==> config.mk <==
export PLATFORM = sky130hd
export DESIGN_NAME = fetch_dispatch_fsm
export DESIGN_NICKNAME = d
export VERILOG_FILES = /design/src/rtl/fetch_dispatch_fsm_pkg.sv /design/src/rtl/fetch_dispatch_fsm_timeout_ctr.sv /design/src/rtl/fetch_dispatch_fsm.sv
export SDC_FILE = /design/constraint.sdc
export NUM_CORES = 1
export LEC_CHECK = 0
export BUFFER_PORTS_ARGS = -buffer_cell sky130_fd_sc_hd__buf_2
export CELL_PAD_IN_SITES_DETAIL_PLACEMENT = 0
export CELL_PAD_IN_SITES_GLOBAL_PLACEMENT = 1
export CORE_UTILIZATION = 44
export CTS_CLUSTER_DIAMETER = 40
export CTS_CLUSTER_SIZE = 25
export DETAILED_ROUTE_END_ITERATION = 10
export PLACE_DENSITY_LB_ADDON = 0.1
export SYNTH_ARGS = -nofsm -noshare
export SYNTH_HDL_FRONTEND = slang
export SYNTH_HIERARCHICAL = 1
export SYNTH_SLANG_ARGS = --single-unit
==> constraint.sdc <==
create_clock -name clk -period 4.4 [get_ports clk]
set_input_delay 0.44 -clock clk [delete_from_list [all_inputs] [get_ports clk]]
set_output_delay 0.44 -clock clk [all_outputs]
set_load 0.02 [all_outputs]
==> src/rtl/fetch_dispatch_fsm_pkg.sv <==
// Shared types and constants for the fetch/dispatch controller.
// State encoding, opcode map and memory timeout limit.
package fetch_dispatch_fsm_pkg;

  typedef enum logic [3:0] {
    S_IDLE      = 4'd0,
    S_F_MAR     = 4'd1,
    S_F_REQ     = 4'd2,
    S_F_CAP     = 4'd3,
    S_F_IR      = 4'd4,
    S_DECODE    = 4'd5,
    S_DISPATCH  = 4'd6,
    S_WAIT_EXEC = 4'd7,
    S_HALT      = 4'd8,
    S_ERR       = 4'd9
  } state_e;

  typedef enum logic {
    CLS_ALU  = 1'b0,
    CLS_LDST = 1'b1
  } cls_e;

  localparam logic [3:0] OP_LOAD   = 4'd11;
  localparam logic [3:0] OP_STORE  = 4'd12;
  localparam logic [3:0] OP_ILL_LO = 4'd13;
  localparam logic [3:0] OP_ILL_HI = 4'd14;
  localparam logic [3:0] OP_HALT   = 4'd15;

  localparam logic [7:0] TIMEOUT_MAX = 8'd255;

  function automatic cls_e op_class(input logic [3:0] op);
    return (op == OP_LOAD || op == OP_STORE) ? CLS_LDST : CLS_ALU;
  endfunction

endpackage

==> src/rtl/fetch_dispatch_fsm_timeout_ctr.sv <==
// Memory-wait timeout counter for the fetch request phase.
// expired fires on the wait cycle whose increment would reach the limit.
module fetch_timeout_ctr
  import fetch_dispatch_fsm_pkg::*;
(
  input  logic clk,
  input  logic reset,
  input  logic clear,
  input  logic enable,
  output logic expired
);

  logic [7:0] cnt_q, cnt_d;

  always_comb begin
    cnt_d = cnt_q;
    if (clear) begin
      cnt_d = '0;
    end else if (enable && cnt_q != TIMEOUT_MAX) begin
      cnt_d = cnt_q + 8'd1;
    end
  end

  assign expired = enable && !clear
                   && (cnt_q == TIMEOUT_MAX - 8'd1);

  always_ff @(posedge clk or posedge reset) begin
    if (reset) begin
      cnt_q <= '0;
    end else begin
      cnt_q <= cnt_d;
    end
  end

endmodule

==> src/rtl/fetch_dispatch_fsm.sv <==
// Instruction fetch / decode / dispatch controller (Moore FSM).
// Strobes are decoded from the registered state only.
module fetch_dispatch_fsm
  import fetch_dispatch_fsm_pkg::*;
(
  input  logic        clk,
  input  logic        reset,
  input  logic        run,
  input  logic        mfc,
  input  logic [3:0]  opcode,
  input  logic        exec_done,
  output logic        pc_out_en,
  output logic        mar_load,
  output logic        mem_en,
  output logic        mem_rw,
  output logic        mdr_read_en,
  output logic        mdr_out_en,
  output logic        ir_load,
  output logic        pc_inc,
  output logic        ldsr_start,
  output logic        alu_start,
  output logic        halted,
  output logic        bus_err,
  output logic        illegal,
  output logic [15:0] instr_cnt
);

  state_e      state_q, state_d;
  cls_e        cls_q, cls_d;
  logic        bus_err_q, bus_err_d;
  logic        illegal_q, illegal_d;
  logic [15:0] instr_cnt_q, instr_cnt_d;

  logic tmo_clear, tmo_en, tmo_expired;

  assign tmo_clear = (state_q == S_F_MAR);
  assign tmo_en    = (state_q == S_F_REQ) && !mfc;

  fetch_timeout_ctr u_tmo (
    .clk     (clk),
    .reset   (reset),
    .clear   (tmo_clear),
    .enable  (tmo_en),
    .expired (tmo_expired)
  );

  always_comb begin
    state_d     = state_q;
    cls_d       = cls_q;
    bus_err_d   = bus_err_q;
    illegal_d   = illegal_q;
    instr_cnt_d = instr_cnt_q;
    unique case (state_q)
      S_IDLE: begin
        if (run) state_d = S_F_MAR;
      end
      S_F_MAR: state_d = S_F_REQ;
      S_F_REQ: begin
        if (mfc) begin
          state_d = S_F_CAP;
        end else if (tmo_expired) begin
          state_d   = S_ERR;
          bus_err_d = 1'b1;
        end
      end
      S_F_CAP: state_d = S_F_IR;
      S_F_IR:  state_d = S_DECODE;
      S_DECODE: begin
        if (opcode == OP_HALT) begin
          state_d     = S_HALT;
          instr_cnt_d = instr_cnt_q + 16'd1;
        end else if (opcode == OP_ILL_LO
                     || opcode == OP_ILL_HI) begin
          state_d   = S_ERR;
          illegal_d = 1'b1;
        end else begin
          cls_d   = op_class(opcode);
          state_d = S_DISPATCH;
        end
      end
      S_DISPATCH: state_d = S_WAIT_EXEC;
      S_WAIT_EXEC: begin
        // run is only honoured here, at the instruction boundary
        if (exec_done) begin
          instr_cnt_d = instr_cnt_q + 16'd1;
          state_d     = run ? S_F_MAR : S_IDLE;
        end
      end
      S_HALT: state_d = S_HALT;
      S_ERR:  state_d = S_ERR;
      default: state_d = S_IDLE;
    endcase
  end

  always_comb begin
    pc_out_en   = 1'b0;
    mar_load    = 1'b0;
    mem_en      = 1'b0;
    mem_rw      = 1'b0;
    mdr_read_en = 1'b0;
    mdr_out_en  = 1'b0;
    ir_load     = 1'b0;
    pc_inc      = 1'b0;
    ldsr_start  = 1'b0;
    alu_start   = 1'b0;
    halted      = 1'b0;
    unique case (state_q)
      S_F_MAR: begin
        pc_out_en = 1'b1;
        mar_load  = 1'b1;
      end
      S_F_REQ: begin
        mem_en = 1'b1;
        mem_rw = 1'b1;
      end
      S_F_CAP: mdr_read_en = 1'b1;
      S_F_IR: begin
        mdr_out_en = 1'b1;
        ir_load    = 1'b1;
      end
      S_DECODE: pc_inc = 1'b1;
      S_DISPATCH: begin
        ldsr_start = (cls_q == CLS_LDST);
        alu_start  = (cls_q == CLS_ALU);
      end
      S_HALT: halted = 1'b1;
      default: ;
    endcase
  end

  assign bus_err   = bus_err_q;
  assign illegal   = illegal_q;
  assign instr_cnt = instr_cnt_q;

  always_ff @(posedge clk or posedge reset) begin
    if (reset) begin
      state_q     <= S_IDLE;
      cls_q       <= CLS_ALU;
      bus_err_q   <= 1'b0;
      illegal_q   <= 1'b0;
      instr_cnt_q <= '0;
    end else begin
      state_q     <= state_d;
      cls_q       <= cls_d;
      bus_err_q   <= bus_err_d;
      illegal_q   <= illegal_d;
      instr_cnt_q <= instr_cnt_d;
    end
  end

endmodule
# Word-level counts from Yosys, hierarchy flattened
# Cells that the tools add are included.
# Widths: inputs -> output; s select.
[totals]
regBits = 31
out_inout_bits = 29
inputBits = 9
elab_cells = 70
[op_classes]
addsub = 2
bitwise_logic = 4
muxes = 22
n_reduce_logical = 16
eq_ne = 20
[ops]
columns = ["op", "n"]
rows = [
  ["$pmux 4 s10", 1],
  ["$mux 16", 2],
  ["$pmux 16 s2", 1],
  ["$eq 4x4->1 const B", 7],
  ["$mux 4", 6],
  ["$add 16x1->16 const B", 1],
  ["$eq 4x3->1 const B", 4],
  ["$mux 8", 2],
  ["$reduce_and 3->1", 5],
  ["$mux 1", 10],
  ["$add 8x1->8 const B", 1],
  ["$eq 4x2->1 const B", 2],
  ["$eq 8x8->1 const B", 1],
  ["$ne 8x8->1 const B", 1],
  ["$ne 2x2->1 const B", 3],
  ["$eq 4x1->1 const B", 1],
  ["$logic_and 1x1->1", 4],
  ["$logic_not 4->1", 1],
  ["$not 1->1", 4],
  ["$reduce_bool 2->1", 2],
  ["$ne 3x3->1 const B", 1],
  ["$logic_not 1->1", 2],
  ["$logic_or 1x1->1", 2],
]

# Logic depth before layout (Yosys ltp)
[logic_depth]
depth_word = 7
depth_mapped = 9
ltp_nobuf = 8

# By module
# Netlist, hierarchy kept.
[by_module_without_submodules]
columns = ["module", "cells_per_inst", "area_per_inst_um2", "seq_area_each_um2", "instances"]
rows = [
  ["fetch_dispatch_fsm", 130, 1265.0, 575.6, 1],
  ["fetch_timeout_ctr", 49, 464.2, 200.2, 1],
]

# Least setup slack after synthesis
# No wires, ideal clock.
[synth_path]
path_kind = "reg-to-reg"
from = "reg state_q[1]"
to = "reg state_q[0]"
path_buffers = 2
arrival_ns = 2.116
synth_period_minus_slack_ns = 2.247
required_time_ns = 4.269
path_slack_ns = 2.153
setup_time_ns = 0.131
path_stages_with_launch = 10
cell_sequence = "dfrtp_1 > buf_2 > nand2b_1 > nor3_1 > clkbuf_1 > nor3_1 > nor4_1 > nor3_1 > a21oi_1 > o32ai_1"
[synth_between]
elab_chain_len = 6
elab_cells_between_ends = 19
cone_classes = "eq/ne: 12; mux: 1; reduce/logical: 6"
[synth_rtl]
columns = ["item", "line_no", "text"]
rows = [
  ["from (decl)", "fetch_dispatch_fsm.sv:28", "state_e state_q, state_d;"],
  ["from (signal assigned)", "fetch_dispatch_fsm.sv:143", "state_q <= state_d;"],
  ["$eq 4x2->1 or $eq 4x1->1 (tied branches)", "fetch_dispatch_fsm.sv:37, fetch_dispatch_fsm.sv:36", ""],
  ["$logic_and 1x1->1 or $logic_not 1->1 (tied branches)", "fetch_dispatch_fsm.sv:37, fetch_dispatch_fsm_timeout_ctr.sv:24", ""],
  ["$logic_and 1x1->1 (*)", "fetch_dispatch_fsm_timeout_ctr.sv:24", "assign expired = enable && !clear"],
  ["$logic_and 1x1->1 (*)", "fetch_dispatch_fsm_timeout_ctr.sv:25", "&& (cnt_q == TIMEOUT_MAX - 8'd1);"],
  ["net tmo_expired", "fetch_dispatch_fsm.sv:34", "logic tmo_clear, tmo_en, tmo_expired;"],
  ["$ne 3x3->1 (no source line) (*)", "n/a", ""],
  ["$reduce_and 3->1 (no source line) (*)", "n/a", ""],
]
# The timed path passes the listed nets; every way through them passes the cells marked *.
# A chain may end at the register's enable or synchronous reset.

# Worst setup path after layout
[layout_path]
from = "reg state_q[0]"
to = "reg state_q[0]"
[layout_between]
elab_chain_len = 6
elab_cells_between_ends = 19
cone_classes = "eq/ne: 12; mux: 1; reduce/logical: 6"
[layout_rtl]
columns = ["item", "line_no", "text"]
rows = [
  ["$eq 4x2->1", "fetch_dispatch_fsm.sv:37", "assign tmo_en = (state_q == S_F_REQ) && !mfc;"],
  ["$logic_and 1x1->1", "fetch_dispatch_fsm.sv:37", ""],
  ["net tmo_en", "fetch_dispatch_fsm.sv:34", ""],
  ["$logic_and 1x1->1", "fetch_dispatch_fsm_timeout_ctr.sv:24", ""],
  ["$logic_and 1x1->1", "fetch_dispatch_fsm_timeout_ctr.sv:25", ""],
  ["net tmo_expired", "fetch_dispatch_fsm.sv:34", ""],
  ["$ne 3x3->1 (no source line)", "n/a", ""],
  ["$reduce_and 3->1 (no source line)", "n/a", ""],
]
# The timed path passes the listed nets, and every way through them passes these cells.

==> summary.md <==
| Metric | Value |
|---|---|
| Max FO, Critical Path | 10 |
| Per-cell routed wire length | 13.6 µm |
| Fmax | 434 MHz |
| Buf/Inv on CP | 0 |
| CTS Root Cell | clkbuf_8 |
| Num rows | 22 |
| Post-route non-filler standard cell count | 263 |
| Internal power | 0.638 mW |
| Crit path time final | 2.30 ns |
| Chip Height | 64.7 µm |
| Max Cap Viol | 0 |
| Synthesized area | 1730 µm² |
| FFs w/ async S/R, synth | 1.00 |
| Warnings from Yosys | 6 |
| Gpl congestion | 0.864 |
| 1st-pass router iterations | 4 |
| Mapped Cells | 179 |
| Reg-to-reg slack, setup | 2.10 ns |
| Share of the synthesized area in the top cell type | 0.449 |
| Largest net degree at the start of global routing | 24 |
| Vias post-DR | 1456 |
| Synth area leader | dfrtp_1 |
| Cell area power density | 517 nW/µm² |
| Worst-case clock buffer depth | 2 |
| Reg-to-Reg Start | state_q[0]$_DFFE_PP0P_ |
| Aggregate routed wire length | 3570 µm |
| Worst-Skew Late Latency | 0.28 ns |
| Worst Setup SP | state_q[0]$_DFFE_PP0P_ |
| Num CTS Buffers | 5 |
| Syn_nets | 191 |
| DP Wirelength | 2600 µm |
| Critical Path Source Type | flip-flop |
| Slowest cell delay on critical path | 0.60 ns |
| Placed cells | 255 |
| Core Area | 3720 µm² |
| Crit. End Element | flip-flop |
| Vias in the first global route | 1368 |
| Status | complete, no violations |
| Most frequent cell after synthesis | dfrtp_1 |
| Antenna cell count | 0 |
| Stages on worst setup path | 8 |
| Global-route wire length before repair | 5980 µm |
| Post-Place Setup Slack | 2.14 ns |
| DR top layer | met4 |
| Synth top area cells | dfrtp_1, xnor2_1, nor2_1 |
| Antenna viol nets, final | 0 |
| Setup TNS | 0 ns |
| Slew @ Worst Pin | 0.901 ns |
| FF+latch count, synth | 31 |
| Placed cell area | 1920 µm² |
| Met3 WL | 149 µm |
| Final core utilization | 0.548 |
| Crit share post-route | 0.523 |
| R2R depth | 8 |
| Final Hold Viols | 0 |
| Fin nets | 226 |
| Combinational power share | 0.345 |
| Remaining global-route overflow | 0 |
| P&R area growth vs syn | 17.8% |
| Seq pwr share | 0.391 |
| Switching Fraction | 0.395 |
| I/O pins | 38 |
| FF-to-FF End | state_q[0]$_DFFE_PP0P_ |
| Clk_skew | 0.00857 ns |
| Max-slew violation count | 0 |
| VDD IR-drop max | 366 µV |
| Synth unique cells | 45 |
| Vias per cell | 5.54 |
| Initial antenna violation count | 0 |
| Top_reg_cell synth | dfrtp_1 |
| CTS HTree Levels | 2 |
| Final instance area | 2040 µm² |
| Met1 Wirelength | 1610 µm |
| CTS tree | yes |
| Power Total | 1.05 mW |
| Setup violations, final | 0 |
| Total track usage | 0.190 |
| Post-CTS setup buffer count | 0 |
| Post-synth EDFFs | 0 |
| DRC viols | 0 |
| Unrepaired setup endpoints after global routing | no |
| Die W | 64.7 µm |
| Most used cell, CP | nor3_1 |
| CTS Hold Bufs | 0 |
| Required time worst endpoint | 4.58 ns |
| Synthesized area per cell | 9.66 µm² |
| Crit path kind | reg2reg |
| Critical Path End | state_q[0]$_DFFE_PP0P_ |
| Clock network fraction of design power | 0.263 |
| WL met2 | 1740 µm |
| Die area | 4180 µm² |
| Worst EP arrival | 2.48 ns |
| Slew Limit Headroom | 0.399 |
| Clock slew at reported path FFs | 0.07 ns |
| Initial DRC count | 94 |
| Critical-path cell list | nand2b_1 -> nor4_2 -> nand2_1 -> nor3_1 -> nor4_1 -> nor3_1 -> a21oi_1 -> o32ai_1 |
| Worst setup margin | 2.10 ns |
| Family with the most delay on the worst path | simple AND/OR/NAND/NOR gates |
| Slowest-stage cell, CP | nor4_2 |
| Worst hold slack | 0.104 ns |
| CTS resizes | 0 |
| Hold Path Class | in2async |
| Fillers | 352 |
| Layout cells sized above 1 | 0.260 |
| Commonest cells post-synth | dfrtp_1, nor2_1, xnor2_1 |
| Leakage | 0.944 nW |
| Register area share after synthesis | 0.449 |
| CTS sink cnt | 31 |
| P_sw | 0.416 mW |
| Starting Density | 0.465 |
| Port bufs | 37 |
==> how the worst min path moves through the flow <==
stage / start / endpoint / slack [ns] / cells past startpoint
finish: reset / u_tmo/cnt_q[4]$_DFFE_PP0P_ / 0.10 / 2
global route: reset / u_tmo/cnt_q[6]$_DFFE_PP0P_ / 0.13 / 2
CTS: reset / u_tmo/cnt_q[4]$_DFFE_PP0P_ / 0.10 / 2
detailed placement: reset / u_tmo/cnt_q[4]$_DFFE_PP0P_ / 0.42 / 2
global placement: reset / u_tmo/cnt_q[4]$_DFFE_PP0P_ / 0.41 / 2
floorplan: reset / u_tmo/cnt_q[0]$_DFFE_PP0P_ / 0.26 / 1
==> worst register-to-register path: stages, from the launching register on <==
cell	delay, ns
dfrtp_1	0.47
nand2b_1	0.28
nor4_2	0.60
nand2_1	0.12
nor3_1	0.27
nor4_1	0.10
nor3_1	0.19
a21oi_1	0.07
o32ai_1	0.12
==> cell usage in the layout, fill, tap and decap left out, types with 2 or more instances in the layout <==
cell / instances
or3_1: 2
and3_1: 3
o21ai_0: 2
a31oi_1: 2
nand3_1: 9
nand2b_1: 5
nand3_2: 2
nand2_1: 13
xor2_1: 2
nor3_2: 2
a21oi_1: 6
and4_1: 3
a211oi_1: 3
xnor2_1: 15
inv_1: 6
clkbuf_8: 5
nor4_1: 3
nand4_1: 8
dfrtp_1: 31
ha_1: 3
nor3_1: 11
nor2_1: 17
buf_2: 37
==> area by class of cell <==
class | count | area [µm²] | share of cell area
multi-input cells | 132 | 873 | 0.429
flip-flops and latches | 31 | 776 | 0.381
well taps | 48 | 60.1 | 0.0295
repair buffers | 38 | 193 | 0.0946
clock inverters | 3 | 43.8 | 0.0215
clock buffers | 5 | 68.8 | 0.0338
inverters | 6 | 22.5 | 0.0111
==> state kept, by name, indices dropped and copies added (netlist names) <==
signal,count
instr_cnt,16
state_q,4
u_tmo/cnt_q,8
bus_err,1
cls_q,1
illegal,1
==> kinds of logic (layout without fill, tap and decap cells) <==
kind of cell             count (synthesis)  in the layout  synth area share
multiplexers                             1              1           0.00651
XOR/XNOR                                17             17            0.0861
AO/OA/AOI/OAI                           24             24             0.102
AND/OR/NAND/NOR                         87             87             0.289
buffers and inverters                   16             52            0.0463
flip-flops                              31             31             0.449
adder cells (fa/ha/maj)                  3              3            0.0217
==> per-layer routing <==
| metal | vias to the layer above | global-route usage |
|---|---|---|
| li1 | 714 | - |
| met1 | 698 | 0.221 |
| met2 | 37 | 0.324 |
| met3 | 7 | 0.0581 |
| met4 | 0 | 0.0750 |
| met5 | - | 0 |
==> power groups by stage <==
stage / clock network [mW] / logic, mW / registers, mW
finish: 0.278 / 0.364 / 0.412
global route: 0.300 / 0.404 / 0.424
CTS: 0.289 / 0.365 / 0.412
detailed placement: 0 / 0.363 / 0.417
global placement: 0 / 0.360 / 0.414
floorplan: 0 / 0.298 / 0.401
No activity file was read; power rests on OpenSTA's default activity.
